===== src/rtl/alu_operand_pkg.sv =====
// Shared types and constants for the ALU operand-preparation stage.
package alu_operand_pkg;

    typedef enum logic [1:0] {
        B_RT      = 2'd0,
        B_IMM_EXT = 2'd1,
        B_IMM_HI  = 2'd2,
        B_ZERO    = 2'd3
    } alu_src_b_e;

    typedef enum logic [1:0] {
        SH_SHAMT = 2'd0,
        SH_REG   = 2'd1,
        SH_HALF  = 2'd2,
        SH_ZERO  = 2'd3
    } shamt_sel_e;

    localparam logic [4:0] REG_ZERO = 5'd0;

endpackage : alu_operand_pkg


===== src/rtl/alu_operand_stage_fwd_select.sv =====
// Priority forwarding mux for one source operand; also flags a pending-producer hazard.
module fwd_select
    import alu_operand_pkg::*;
#(
    parameter int DATA_BITS = 32,
    parameter int NUM_FWD   = 2
) (
    input  logic [4:0]               src_addr,
    input  logic                     use_src,
    input  logic [DATA_BITS-1:0]     reg_data,
    input  logic [NUM_FWD-1:0]       fwd_we,
    input  logic [NUM_FWD-1:0]       fwd_busy,
    input  logic [NUM_FWD*5-1:0]     fwd_addr,
    input  logic [NUM_FWD*DATA_BITS-1:0] fwd_data,
    output logic [DATA_BITS-1:0]     fwd_value,
    output logic                     hazard
);

    logic found_s;

    // Lowest-index matching writer wins; register 0 is never forwarded.
    always_comb begin
        fwd_value = reg_data;
        hazard    = 1'b0;
        found_s   = 1'b0;
        for (int i = 0; i < NUM_FWD; i++) begin
            if (!found_s && fwd_we[i] && (fwd_addr[i*5 +: 5] == src_addr)
                && (src_addr != REG_ZERO)) begin
                found_s   = 1'b1;
                fwd_value = fwd_data[i*DATA_BITS +: DATA_BITS];
                hazard    = fwd_busy[i] & use_src;
            end else begin
                found_s   = found_s;
            end
        end
    end

endmodule : fwd_select


===== src/rtl/alu_operand_stage.sv =====
// Operand-preparation pipeline stage: forwarding, operand muxing and a valid/ready output register.
module alu_operand_stage
    import alu_operand_pkg::*;
#(
    parameter int DATA_BITS  = 32,
    parameter int IMM_BITS   = 16,
    parameter int SHAMT_BITS = 5,
    parameter int NUM_FWD    = 2
) (
    input  logic                          clk,
    input  logic                          rst_n,
    input  logic                          in_valid,
    output logic                          in_ready,
    input  logic                          flush,
    input  logic [DATA_BITS-1:0]          reg_out1,
    input  logic [DATA_BITS-1:0]          reg_out2,
    input  logic [4:0]                    rs_addr,
    input  logic [4:0]                    rt_addr,
    input  logic                          use_rs,
    input  logic                          use_rt,
    input  logic [IMM_BITS-1:0]           immediate,
    input  logic [SHAMT_BITS-1:0]         shamt_in,
    input  logic [1:0]                    alu_src_b,
    input  logic [1:0]                    shamt_sel,
    input  logic                          signed_ext,
    input  logic [NUM_FWD-1:0]            fwd_we,
    input  logic [NUM_FWD-1:0]            fwd_busy,
    input  logic [NUM_FWD*5-1:0]          fwd_addr,
    input  logic [NUM_FWD*DATA_BITS-1:0]  fwd_data,
    output logic                          out_valid,
    input  logic                          out_ready,
    output logic [DATA_BITS-1:0]          alu_a,
    output logic [DATA_BITS-1:0]          alu_b,
    output logic [DATA_BITS-1:0]          store_data,
    output logic [SHAMT_BITS-1:0]         shamt_out
);

    // Wide enough to hold {imm, zeros} before fitting it to the datapath.
    localparam int HI_W = (2*IMM_BITS > DATA_BITS) ? 2*IMM_BITS : DATA_BITS;

    logic [DATA_BITS-1:0]  fwd_rs_s;
    logic [DATA_BITS-1:0]  fwd_rt_s;
    logic                  haz_rs_s;
    logic                  haz_rt_s;
    logic                  hazard_s;
    logic                  in_ready_s;
    logic                  accept_s;
    logic [DATA_BITS-1:0]  imm_ext_s;
    logic [HI_W-1:0]       imm_hi_wide_s;
    logic [DATA_BITS-1:0]  alu_b_sel_s;
    logic [SHAMT_BITS-1:0] shamt_sel_s;

    logic                  out_valid_d, out_valid_q;
    logic [DATA_BITS-1:0]  alu_a_d, alu_a_q;
    logic [DATA_BITS-1:0]  alu_b_d, alu_b_q;
    logic [DATA_BITS-1:0]  store_data_d, store_data_q;
    logic [SHAMT_BITS-1:0] shamt_out_d, shamt_out_q;

    fwd_select #(
        .DATA_BITS (DATA_BITS),
        .NUM_FWD   (NUM_FWD)
    ) u_fwd_rs (
        .src_addr  (rs_addr),
        .use_src   (use_rs),
        .reg_data  (reg_out1),
        .fwd_we    (fwd_we),
        .fwd_busy  (fwd_busy),
        .fwd_addr  (fwd_addr),
        .fwd_data  (fwd_data),
        .fwd_value (fwd_rs_s),
        .hazard    (haz_rs_s)
    );

    fwd_select #(
        .DATA_BITS (DATA_BITS),
        .NUM_FWD   (NUM_FWD)
    ) u_fwd_rt (
        .src_addr  (rt_addr),
        .use_src   (use_rt),
        .reg_data  (reg_out2),
        .fwd_we    (fwd_we),
        .fwd_busy  (fwd_busy),
        .fwd_addr  (fwd_addr),
        .fwd_data  (fwd_data),
        .fwd_value (fwd_rt_s),
        .hazard    (haz_rt_s)
    );

    // Handshake: stall on a pending producer or when the held op cannot retire.
    always_comb begin
        hazard_s   = haz_rs_s | haz_rt_s;
        in_ready_s = (~out_valid_q | out_ready) & ~hazard_s;
        accept_s   = in_valid & in_ready_s & ~flush;
    end

    // Immediate extension and operand/shift-amount selection.
    always_comb begin
        if (signed_ext) begin
            imm_ext_s = {{(DATA_BITS-IMM_BITS){immediate[IMM_BITS-1]}}, immediate};
        end else begin
            imm_ext_s = {{(DATA_BITS-IMM_BITS){1'b0}}, immediate};
        end
        imm_hi_wide_s = HI_W'({immediate, {IMM_BITS{1'b0}}});

        case (alu_src_b_e'(alu_src_b))
            B_RT:      alu_b_sel_s = fwd_rt_s;
            B_IMM_EXT: alu_b_sel_s = imm_ext_s;
            B_IMM_HI:  alu_b_sel_s = imm_hi_wide_s[DATA_BITS-1:0];
            B_ZERO:    alu_b_sel_s = {DATA_BITS{1'b0}};
            default:   alu_b_sel_s = {DATA_BITS{1'b0}};
        endcase

        case (shamt_sel_e'(shamt_sel))
            SH_SHAMT: shamt_sel_s = shamt_in;
            SH_REG:   shamt_sel_s = fwd_rs_s[SHAMT_BITS-1:0];
            SH_HALF:  shamt_sel_s = SHAMT_BITS'(IMM_BITS);
            SH_ZERO:  shamt_sel_s = {SHAMT_BITS{1'b0}};
            default:  shamt_sel_s = {SHAMT_BITS{1'b0}};
        endcase
    end

    // Next state: flush beats accept beats retire; data only moves on accept.
    always_comb begin
        out_valid_d  = out_valid_q;
        alu_a_d      = alu_a_q;
        alu_b_d      = alu_b_q;
        store_data_d = store_data_q;
        shamt_out_d  = shamt_out_q;
        if (flush) begin
            out_valid_d = 1'b0;
        end else if (accept_s) begin
            out_valid_d = 1'b1;
        end else if (out_ready) begin
            out_valid_d = 1'b0;
        end else begin
            out_valid_d = out_valid_q;
        end
        if (accept_s) begin
            alu_a_d      = fwd_rs_s;
            alu_b_d      = alu_b_sel_s;
            store_data_d = fwd_rt_s;
            shamt_out_d  = shamt_sel_s;
        end else begin
            alu_a_d      = alu_a_q;
        end
    end

    // Output pipeline register.
    always_ff @(posedge clk or negedge rst_n) begin
        if (!rst_n) begin
            out_valid_q  <= 1'b0;
            alu_a_q      <= {DATA_BITS{1'b0}};
            alu_b_q      <= {DATA_BITS{1'b0}};
            store_data_q <= {DATA_BITS{1'b0}};
            shamt_out_q  <= {SHAMT_BITS{1'b0}};
        end else begin
            out_valid_q  <= out_valid_d;
            alu_a_q      <= alu_a_d;
            alu_b_q      <= alu_b_d;
            store_data_q <= store_data_d;
            shamt_out_q  <= shamt_out_d;
        end
    end

    assign in_ready   = in_ready_s;
    assign out_valid  = out_valid_q;
    assign alu_a      = alu_a_q;
    assign alu_b      = alu_b_q;
    assign store_data = store_data_q;
    assign shamt_out  = shamt_out_q;

endmodule : alu_operand_stage


===== config.mk =====
export PLATFORM = sky130hd
export DESIGN_NAME = alu_operand_stage
export DESIGN_NICKNAME = d
export VERILOG_FILES = /design/src/rtl/alu_operand_pkg.sv /design/src/rtl/alu_operand_stage_fwd_select.sv /design/src/rtl/alu_operand_stage.sv
export SDC_FILE = /design/constraint.sdc
export NUM_CORES = 1
export LEC_CHECK = 0
export CORE_MARGIN = 2
export CORE_UTILIZATION = 38
export CTS_BUF_LIST = sky130_fd_sc_hd__clkbuf_8
export DETAILED_ROUTE_END_ITERATION = 10
export GPL_TIMING_DRIVEN = 0
export PLACE_DENSITY = 0.74
export SLEW_MARGIN = 20
export SYNTH_ARGS = -nofsm -noshare
export SYNTH_HDL_FRONTEND = slang
export SYNTH_SLANG_ARGS = --single-unit

===== constraint.sdc =====
create_clock -name clk -period 5.1 [get_ports clk]
set_clock_uncertainty 0.05 [all_clocks]
set_input_delay 1.02 -clock clk [delete_from_list [all_inputs] [get_ports clk]]
set_output_delay 1.02 -clock clk [all_outputs]
set_load 0.01 [all_outputs]

# ---- After elaboration in Yosys (flattened, before gate mapping)
# Index checks and enable logic that the tools add are counted.
dict set report totals {
  wordCells 60
  register_bits 102
  output_inout_bits 103
  in_bits 185
}
dict set report classes {
  bitwise 12
  muxes 16
  n_reduce_logical 17
  n_eq_ne 10
}
# operator n
set ops {}
lappend ops {{32-bit two-way mux} 5}
lappend ops {{32-bit case mux with 4 select lines} 1}
lappend ops {{5-bit equality test} 4}
lappend ops {{5-bit case mux with 4 select lines} 1}
lappend ops {{1-bit logical AND} 10}
lappend ops {{5-bit nonzero test} 2}
lappend ops {{1-bit two-way mux} 9}
lappend ops {{2-bit equality test (second input constant)} 4}
lappend ops {{1-bit AND} 7}
lappend ops {{2-bit by 1-bit equality test with 1-bit output (second input constant)} 2}
lappend ops {{2-bit logical NOT} 2}
lappend ops {{1-bit NOT} 3}
lappend ops {{3-bit nonzero test} 1}
lappend ops {{1-bit logical NOT} 2}
lappend ops {{1-bit bitwise OR} 2}

# ---- Longest topological paths before layout
# Gate-level depths: netlist (run 1).
dict set report depth {
  ltp_word 16
  depth_mapped 10
  mapped_depth_nobuf 6
}

# ---- Cells and area by module
# A second synthesis (run 1) with hierarchy kept.
dict set report hier_totals {
  cells_unflattened 658
  hier_area_um2 6480.0
}
# module cells_each seq_area_each_um2 instances area_each_um2
set modules_own_cells {}
lappend modules_own_cells {alu_operand_stage 326 2552.4 1 4828.4}
lappend modules_own_cells {fwd_select 166 0.0 2 825.8}

# ---- Worst setup path after synthesis (run 1)
# OpenSTA, ideal clock, no wires.
dict set report synth_timing {
  path_kind {input to output}
  from {input port rt_addr[4]}
  to {output port in_ready}
  path_buffers 2
  t_arrival_ns 2.746
  required_time_ns 4.030
  setup_slack_ns 1.284
  stages 7
  path_cell_list {or4_4 > o211ai_4 > or2_2 > buf_2 > buf_1 > nand4_1 > o211a_1}
}
dict set report synth_via {
  elab_chain_len 12
  elab_cells_between_ends 15
  cone_classes {eq/ne: 2; mux: 3; bitwise: 3; reduce/logical: 7}
}
# element line_no
set synth_lines {}
lappend synth_lines {{start: declaration} alu_operand_stage.sv:18} ;# input logic [4:0] rt_addr,
lappend synth_lines {{5-bit equality test} alu_operand_stage_fwd_select.sv:27} ;# if (!found_s && fwd_we[i] && (fwd_addr[i*5 +: 5] == src_addr)
lappend synth_lines {{1-bit logical AND} alu_operand_stage_fwd_select.sv:27}
lappend synth_lines {{1-bit logical AND} alu_operand_stage_fwd_select.sv:28} ;# && (src_addr != REG_ZERO)) begin
lappend synth_lines {{1-bit two-way mux} alu_operand_stage_fwd_select.sv:27}
lappend synth_lines {{1-bit logical NOT} alu_operand_stage_fwd_select.sv:27}
lappend synth_lines {{1-bit logical AND (2 in series)} alu_operand_stage_fwd_select.sv:27}
lappend synth_lines {{1-bit logical AND} alu_operand_stage_fwd_select.sv:28}
lappend synth_lines {{1-bit two-way mux (*)} alu_operand_stage_fwd_select.sv:27}
lappend synth_lines {{1-bit bitwise OR (*)} alu_operand_stage.sv:91} ;# hazard_s = haz_rs_s | haz_rt_s;
lappend synth_lines {{1-bit NOT (*)} alu_operand_stage.sv:92} ;# in_ready_s = (~out_valid_q | out_ready) & ~hazard_s;
lappend synth_lines {{1-bit AND (*)} alu_operand_stage.sv:92}
lappend synth_lines {{end: declaration} alu_operand_stage.sv:13} ;# output logic in_ready,
# Every way passes the cells marked *; elsewhere a longest branch is shown, timed or not.

# ---- Worst setup path after layout (run 1)
dict set report layout_timing {
  from {input port rt_addr[0]}
  to {output port in_ready}
}
# Same word-level chain as after synthesis.

==> results of run 1 <==
-- cell usage in the layout, fill, tap and decap left out, types with 5 or more instances in the layout --
master           instances
nor2_1                  23
buf_6                    9
o2bb2ai_1               16
nand4_1                  5
o31ai_1                 16
a21oi_1                  8
a31oi_1                 42
clkbuf_8                 9
clkdlybuf4s50_1        284
xnor2_1                 20
clkbuf_1                31
buf_2                    7
mux2_1                  24
mux2_2                   7
mux2_4                  60
o21ai_0                 60
nor3_1                  20
nor2b_1                 17
nand3_1                 18
nand2_1                 60
dfrtp_1                102
mux2i_1                 47
-- layer usage --
metal	vias up	part of all wire, %
met5	-	0
met4	0	3.4
met3	57	7.3
met2	275	48
met1	3137	41
li1	2915	-
-- power breakdown --
part | leakage, uW | switching, uW | total [uW] | internal (uW)
registers | 0.00124 | 91.6 | 1060 | 965
logic | 0.00259 | 412 | 1050 | 634
clock network | 0.000105 | 327 | 566 | 239
total | 0.00393 | 831 | 2670 | 1840
-- cells by family after synthesis --
logic type                Yosys count
muxes                             138
DFF                               102
xor gates and xnor gates           20
AOI/OAI and AO/OA                 159
buffers and inverters              52
and+or+nand+nor                   156
-- through the flow --
| stage | TNS [ps] | utilization (%) | std cells | worst slack (ps) |
|---|---|---|---|---|
| floorplan | 0 | - | 627 | 1280 |
| global placement | -111100 | 57.9 | 1132 | -1100 |
| detailed placement | -297 | 58.0 | 1133 | -297 |
| CTS | 0 | 59.4 | 1150 | 141 |
| global route | 0 | 59.4 | 1150 | 14.9 |
| finish | 0 | 59.4 | 1150 | 137 |
-- timing repair --
item / in CTS / in global routing
setup endpoints to repair: 1 / 0
resized for setup: 1 / 0
setup buffers: 2 / 0
-- state kept, by name, indices dropped and copies added (netlist names) --
signal and cells:
shamt_out 5, out_valid 1, store_data 32, alu_a 32
alu_b 32
-- layout make-up --
| class | instances | share of cell area, % |
|---|---|---|
| flip-flops and latches | 102 | 25.8 |
| plain buffers | 50 | 2.63 |
| repair buffers | 288 | 29.3 |
| multi-input cells | 473 | 37.3 |
| inverters | 1 | 0.0380 |
| well taps | 220 | 2.78 |
| clock inverters | 7 | 0.924 |
| clock buffers | 9 | 1.25 |
-- final timing paths --
| path | startpoint | to | slack, ps | cells past startpoint |
|---|---|---|---|---|
| hold / removal | alu_b[10] | alu_b[10] | 450 | 1 |
| max in group asynchronous | rst_n | alu_a[14] | 3880 | 2 |
| hold reg to reg | alu_b[10] | alu_b[10] | 450 | 1 |
| min in group asynchronous | rst_n | alu_a[7] | 460 | 1 |
| setup reg to reg | out_valid | store_data[23] | 3240 | 7 |
| setup / recovery | rt_addr[0] | in_ready | 140 | 8 |
-- critical path, cell delays in order --
cell and delay, ps:
clkdlybuf4s50_1 560, xnor2_1 140, nand4_1 510, or2_2 530
buf_2 260, nand4_1 150, o211a_1 170, clkdlybuf4s50_1 540
==> qor.txt, run 1 <==
simple-gate share of the synthesized area: 11.3%
multiplexer share of the synthesized area: 26.5%
GR Overflow Total: 0
FFs w/ async S/R, synth: 100%
gp weighted congestion: 0.885
Starting Density: 39.1%
DR DRC count: 0
CTS Buffer Depth: 2
met2 Track Usage GR: 47.0%
storage element area: 2550 sq um
headroom to the max-slew limit: 37.5%
Pwr per Cell Area: 270 nW/um^2
IO Pins: 288
P&R area growth vs syn: 52.1%
Main synth FF type: dfrtp_1
Max Freq: 201 MHz
DRT antenna net count: 0
most common cell in the synthesized netlist: dfrtp_1
status: finished, final reports clean
WL final: 25,700 microns
list of most frequent post-synthesis cells: dfrtp_1 (102), mux2_4 (60), nand2_1 (60), o21ai_0 (60), mux2i_1 (47)
clock root buffer: clkbuf_8
initial antenna violation count: 0
Setup Crit Path Kind: input port to output port
syn_nets: 812
Worst-Margin Slew: 933 ps
die width: 135 microns
first-pass GRT wire length: 38,700 microns
Synth Register Bits: 102
Hold Vio Cnt, Final: 0
# diodes: 0
Synth Area in Compound Gates: 16.2%
via count: 6,384
largest family of logic cells by synthesized area: multiplexers
critical-path maximum fanout: 19
Syn Area/Cell: 10.4 sq um
core footprint: 16,600 sq um
CP endpoint kind: output port
Reg clk slew, reported paths: 100 ps
Required @ worst endpoint: 4030 ps
Synth Warn #: 0
met3 Use GR: 7.24%
PortBufs: 285
1st-pass router iterations: 5
1st-iter DRT viols: 374
Post-synth EDFFs: 0
hold slack final: 452 ps
maximum vdd drop: 167 uV
die area: 18,200 sq um
top post-synthesis cells by area: dfrtp_1 (39%), mux2_4 (14%), mux2i_1 (7.2%), o21ai_0 (4.6%), mux2_1 (4.2%)
clock latency on the worst-skew pair: 390 ps
post-synthesis sequential area ratio: 39.3%
Post-Synth XOR/XNOR Area: 2.69%
nets@finish: 1,110
clk sinks: 102
Synth Area in Adders: 0%
count of cell types in the netlist: 44
hold_buf cts: 0
crit start category: input port
Max Cap Viol: 0
Top Usage Layer GRT: met2
routed length per instance: 22.3 microns
minimum clock period after layout: 4960 ps
Hold Path Class: flip-flop to flip-flop
final worst path period share: 97.3%
met1 Use GR: 35.8%
Detailed Place HPWL: 20,000 microns
row cnt: 47
RSZ-0062 raised after global routing: no
share of post-route cells with drive strength above 1: 12.2%
final non-filler cell area: 9890 sq um
Filler cells: 1,472
Synth Cell Area: 6500 sq um
pin count of the biggest net entering global routing: 62
area leader, netlist: dfrtp_1
placed cell areas: 9660 sq um
leakage power total: 0.00393 uW
All-Layer GR Usage: 28.4%
number of global-route vias before repair: 6,534
total CTS buffers: 9
area of the multi-input gates: 3690 sq um
Final Setup Violations: 0
drt via density: 5.55
Pwr Total: 2670 uW
WP data arrival: 3890 ps
Die Y: 135 microns
Yosys top cell area share: 39.3%
H-tree level count: 3
Syn Inst Count: 627
CTS tree: yes
max-slew violations: 0
Note: power is estimated with default switching activity, not from simulation.
==> run 2: changes to the inputs <==
--- a/config.mk
+++ b/config.mk
@@ -5,6 +5,7 @@
 export SDC_FILE = /design/constraint.sdc
 export NUM_CORES = 1
 export LEC_CHECK = 0
+export CAP_MARGIN = 20
 export CORE_MARGIN = 2
 export CORE_UTILIZATION = 38
 export CTS_BUF_LIST = sky130_fd_sc_hd__clkbuf_8
==> results of run 2 <==
Final layout, timing and power as in run 1 (identical DEF).
==> RTL edit: new RTL, settings of run 1 <==
Set the package constant `REG_ZERO` to 5'd1 (it was 5'd0).
--- a/src/rtl/alu_operand_pkg.sv
+++ b/src/rtl/alu_operand_pkg.sv
@@ -15,7 +15,7 @@
         SH_ZERO  = 2'd3
     } shamt_sel_e;
 
-    localparam logic [4:0] REG_ZERO = 5'd0;
+    localparam logic [4:0] REG_ZERO = 5'd1;
 
 endpackage : alu_operand_pkg
 
Behaviour: not the same (Yosys sat finds a counterexample within 4 cycles, from zero or initial values and one cycle with rst_n low).
==> RTL edit against run 1 <==
Power is 0.76% lower. Synthesized cell count stayed put. Worst hold slack better by 0.79 ps. Critical endpoint unchanged. Sequential power hardly changed. Sequential cell count stayed put. Register-to-register slack worse by 140 ps. Critical path depth stayed put. Cell area is 0.63% lower. Combinational power hardly changed. Highest routed layer unchanged. Wire length hardly changed. Setup slack better by 12 ps. Area after synthesis is 0.42% lower.
==> RTL edit: results (changes against run 1) <==
{| class="wikitable"
! Metric !! Value
|-
| Outcome || completed (unchanged)
|-
| Hpwl dp || 20200 µm (was 20000 µm)
|-
| Post-CTS Resized || 1 (unchanged)
|-
| Average wire per standard cell || 22.4 µm (was 22.3 µm)
|-
| Largest driver fanout on the critical path || 19 (unchanged)
|-
| Placer congestion estimate || 0.913 (was 0.885)
|-
| Clock Root Buffer || sky130_fd_sc_hd__clkbuf_8 (unchanged)
|-
| Number of antenna violations at the first check in global routing || 1 (was 0)
|-
| Standard cell area after detailed placement || 0.00963 mm² (was 0.00966 mm²)
|-
| Post-synth top cells || sky130_fd_sc_hd__dfrtp_1, sky130_fd_sc_hd__o21ai_0, sky130_fd_sc_hd__mux2_4 (was sky130_fd_sc_hd__dfrtp_1, sky130_fd_sc_hd__mux2_4, sky130_fd_sc_hd__nand2_1, sky130_fd_sc_hd__o21ai_0, sky130_fd_sc_hd__mux2i_1)
|-
| Share of async-settable or async-resettable flops after synthesis || 1.00 (unchanged)
|-
| Pin count of the biggest net entering global routing || 53 (was 62)
|-
| Switching power of the nets || 0.000804 W (was 0.000831 W)
|-
| Fraction of layout instances using a drive strength above 1 || 0.141 (was 0.122)
|-
| Min-Delay Path Class || register to register (unchanged)
|-
| H-tree levels || 3 (unchanged)
|-
| Maximum root-to-sink buffer count || 2 (unchanged)
|-
| First-iteration detailed-routing DRC count || 479 (was 374)
|-
| Number of nets at the end of the flow || 1107 (was 1110)
|-
| Number of antenna repair diodes || 0 (unchanged)
|-
| Syn. warnings || 0 (unchanged)
|-
| All-layer global routing usage || 0.281 (was 0.284)
|-
| Headroom to the max-slew limit || 0.410 (was 0.375)
|-
| # fillers || 1459 (was 1472)
|-
| Syn_nets || 812 (unchanged)
|-
| Data arrival at the endpoint of the critical path || 3880 ps (was 3890 ps)
|-
| Sequential element share of the synthesized area || 0.394 (was 0.393)
|-
| Num CTS Buffers || 9 (unchanged)
|-
| Length of the first detailed-routing pass in iterations || 7 (was 5)
|-
| Yosys cell types || 42 (was 44)
|-
| Worst-Skew Late Latency || 390 ps (about the same)
|-
| Via count of the first global-routing pass || 6311 (was 6534)
|-
| Clock transition at the register clock pins on the worst setup and hold paths after CTS || 100 ps (about the same)
|-
| Max IR drop VDD || 0.000155 V (was 0.000167 V)
|-
| Post CTS Setup Buffer Count || 0 (was 2)
|-
| LEAKAGE || 3.92 nW (was 3.93 nW)
|-
| Top cells by area in the synthesized netlist || sky130_fd_sc_hd__dfrtp_1, sky130_fd_sc_hd__mux2_4, sky130_fd_sc_hd__mux2i_1 (unchanged)
|-
| Total number of vias || 6423 (was 6384)
|-
| Global-route wire length before repair || 37900 µm (was 38700 µm)
|-
| Input/output buffers || 285 (unchanged)
|}
## RTL edit: logic make-up (layout without fill, tap and decap cells)
group | Yosys count | in the layout | share of synthesized area
AOI/OAI and AO/OA | 164 | 164 | 0.164
xor gates and xnor gates | 20 | 20 | 0.0271
buffers and inverters | 54 | 354 | 0.0425
DFF | 102 | 102 | 0.394
muxes | 137 | 137 | 0.263
and+or+nand+nor | 150 | 150 | 0.109
## RTL edit: final cells by class
class	instances	area, µm²	share of cell area
buffer	49	256	0.0261
clock buffer	10	138	0.0140
clock inverter	6	61.3	0.00624
inverter	3	11.3	0.00115
multi-input combinational	471	3650	0.372
sequential	102	2550	0.260
tap	220	275	0.0280
timing repair buffer	286	2880	0.293
## RTL edit: routing by layer
| layer | wire (µm) | global-route usage | vias up |
|---|---|---|---|
| met3 | 2020 | 0.0556 | 52 |
| met5 | 0 | 0 | - |
| met4 | 850 | 0.103 | 0 |
| li1 | - | - | 2899 |
| met2 | 11700 | 0.439 | 337 |
| met1 | 11200 | 0.389 | 3135 |
## RTL edit: path summary, 6_finish.rpt
path | slack, ps | cells after the start | from | endpoint
setup / recovery | 150 | 8 | rt_addr[0] | in_ready
hold / removal | 450 | 1 | alu_b[13]$_DFFE_PN0P_ | alu_b[13]$_DFFE_PN0P_
setup reg to reg | 3100 | 8 | out_valid$_DFFE_PN0P_ | alu_b[7]$_DFFE_PN0P_
hold reg to reg | 450 | 1 | alu_b[13]$_DFFE_PN0P_ | alu_b[13]$_DFFE_PN0P_
max in group asynchronous | 3820 | 2 | rst_n | alu_b[20]$_DFFE_PN0P_
min in group asynchronous | 520 | 1 | rst_n | shamt_out[4]$_DFFE_PN0P_
## RTL edit: power groups by stage
stage | registers [W] | clock network (W) | logic [W]
CTS | 0.00106 | 0.000552 | 0.00105
global placement | 0.00107 | 0 | 0.00104
detailed placement | 0.00107 | 0 | 0.00105
global route | 0.00108 | 0.000582 | 0.00110
floorplan | 0.00114 | 0 | 0.000362
finish | 0.00106 | 0.000538 | 0.00105
## RTL edit: metrics by stage
step	worst slack, ps	cells	total power [W]
finish	149	1147	0.00265
global route	32.3	1147	0.00277
CTS	145	1147	0.00266
detailed placement	-261	1133	0.00212
global placement	-1160	1132	0.00211
floorplan	1290	627	0.00150
## RTL edit: worst max-delay path, stage by stage
cell and delay [ps]:
sky130_fd_sc_hd__clkdlybuf4s50_1 560, sky130_fd_sc_hd__or4b_4 540, sky130_fd_sc_hd__o211ai_4 380, sky130_fd_sc_hd__or2_2 210, sky130_fd_sc_hd__buf_2 370, sky130_fd_sc_hd__nand4_1 140
sky130_fd_sc_hd__o211a_1 150, sky130_fd_sc_hd__clkdlybuf4s50_1 500
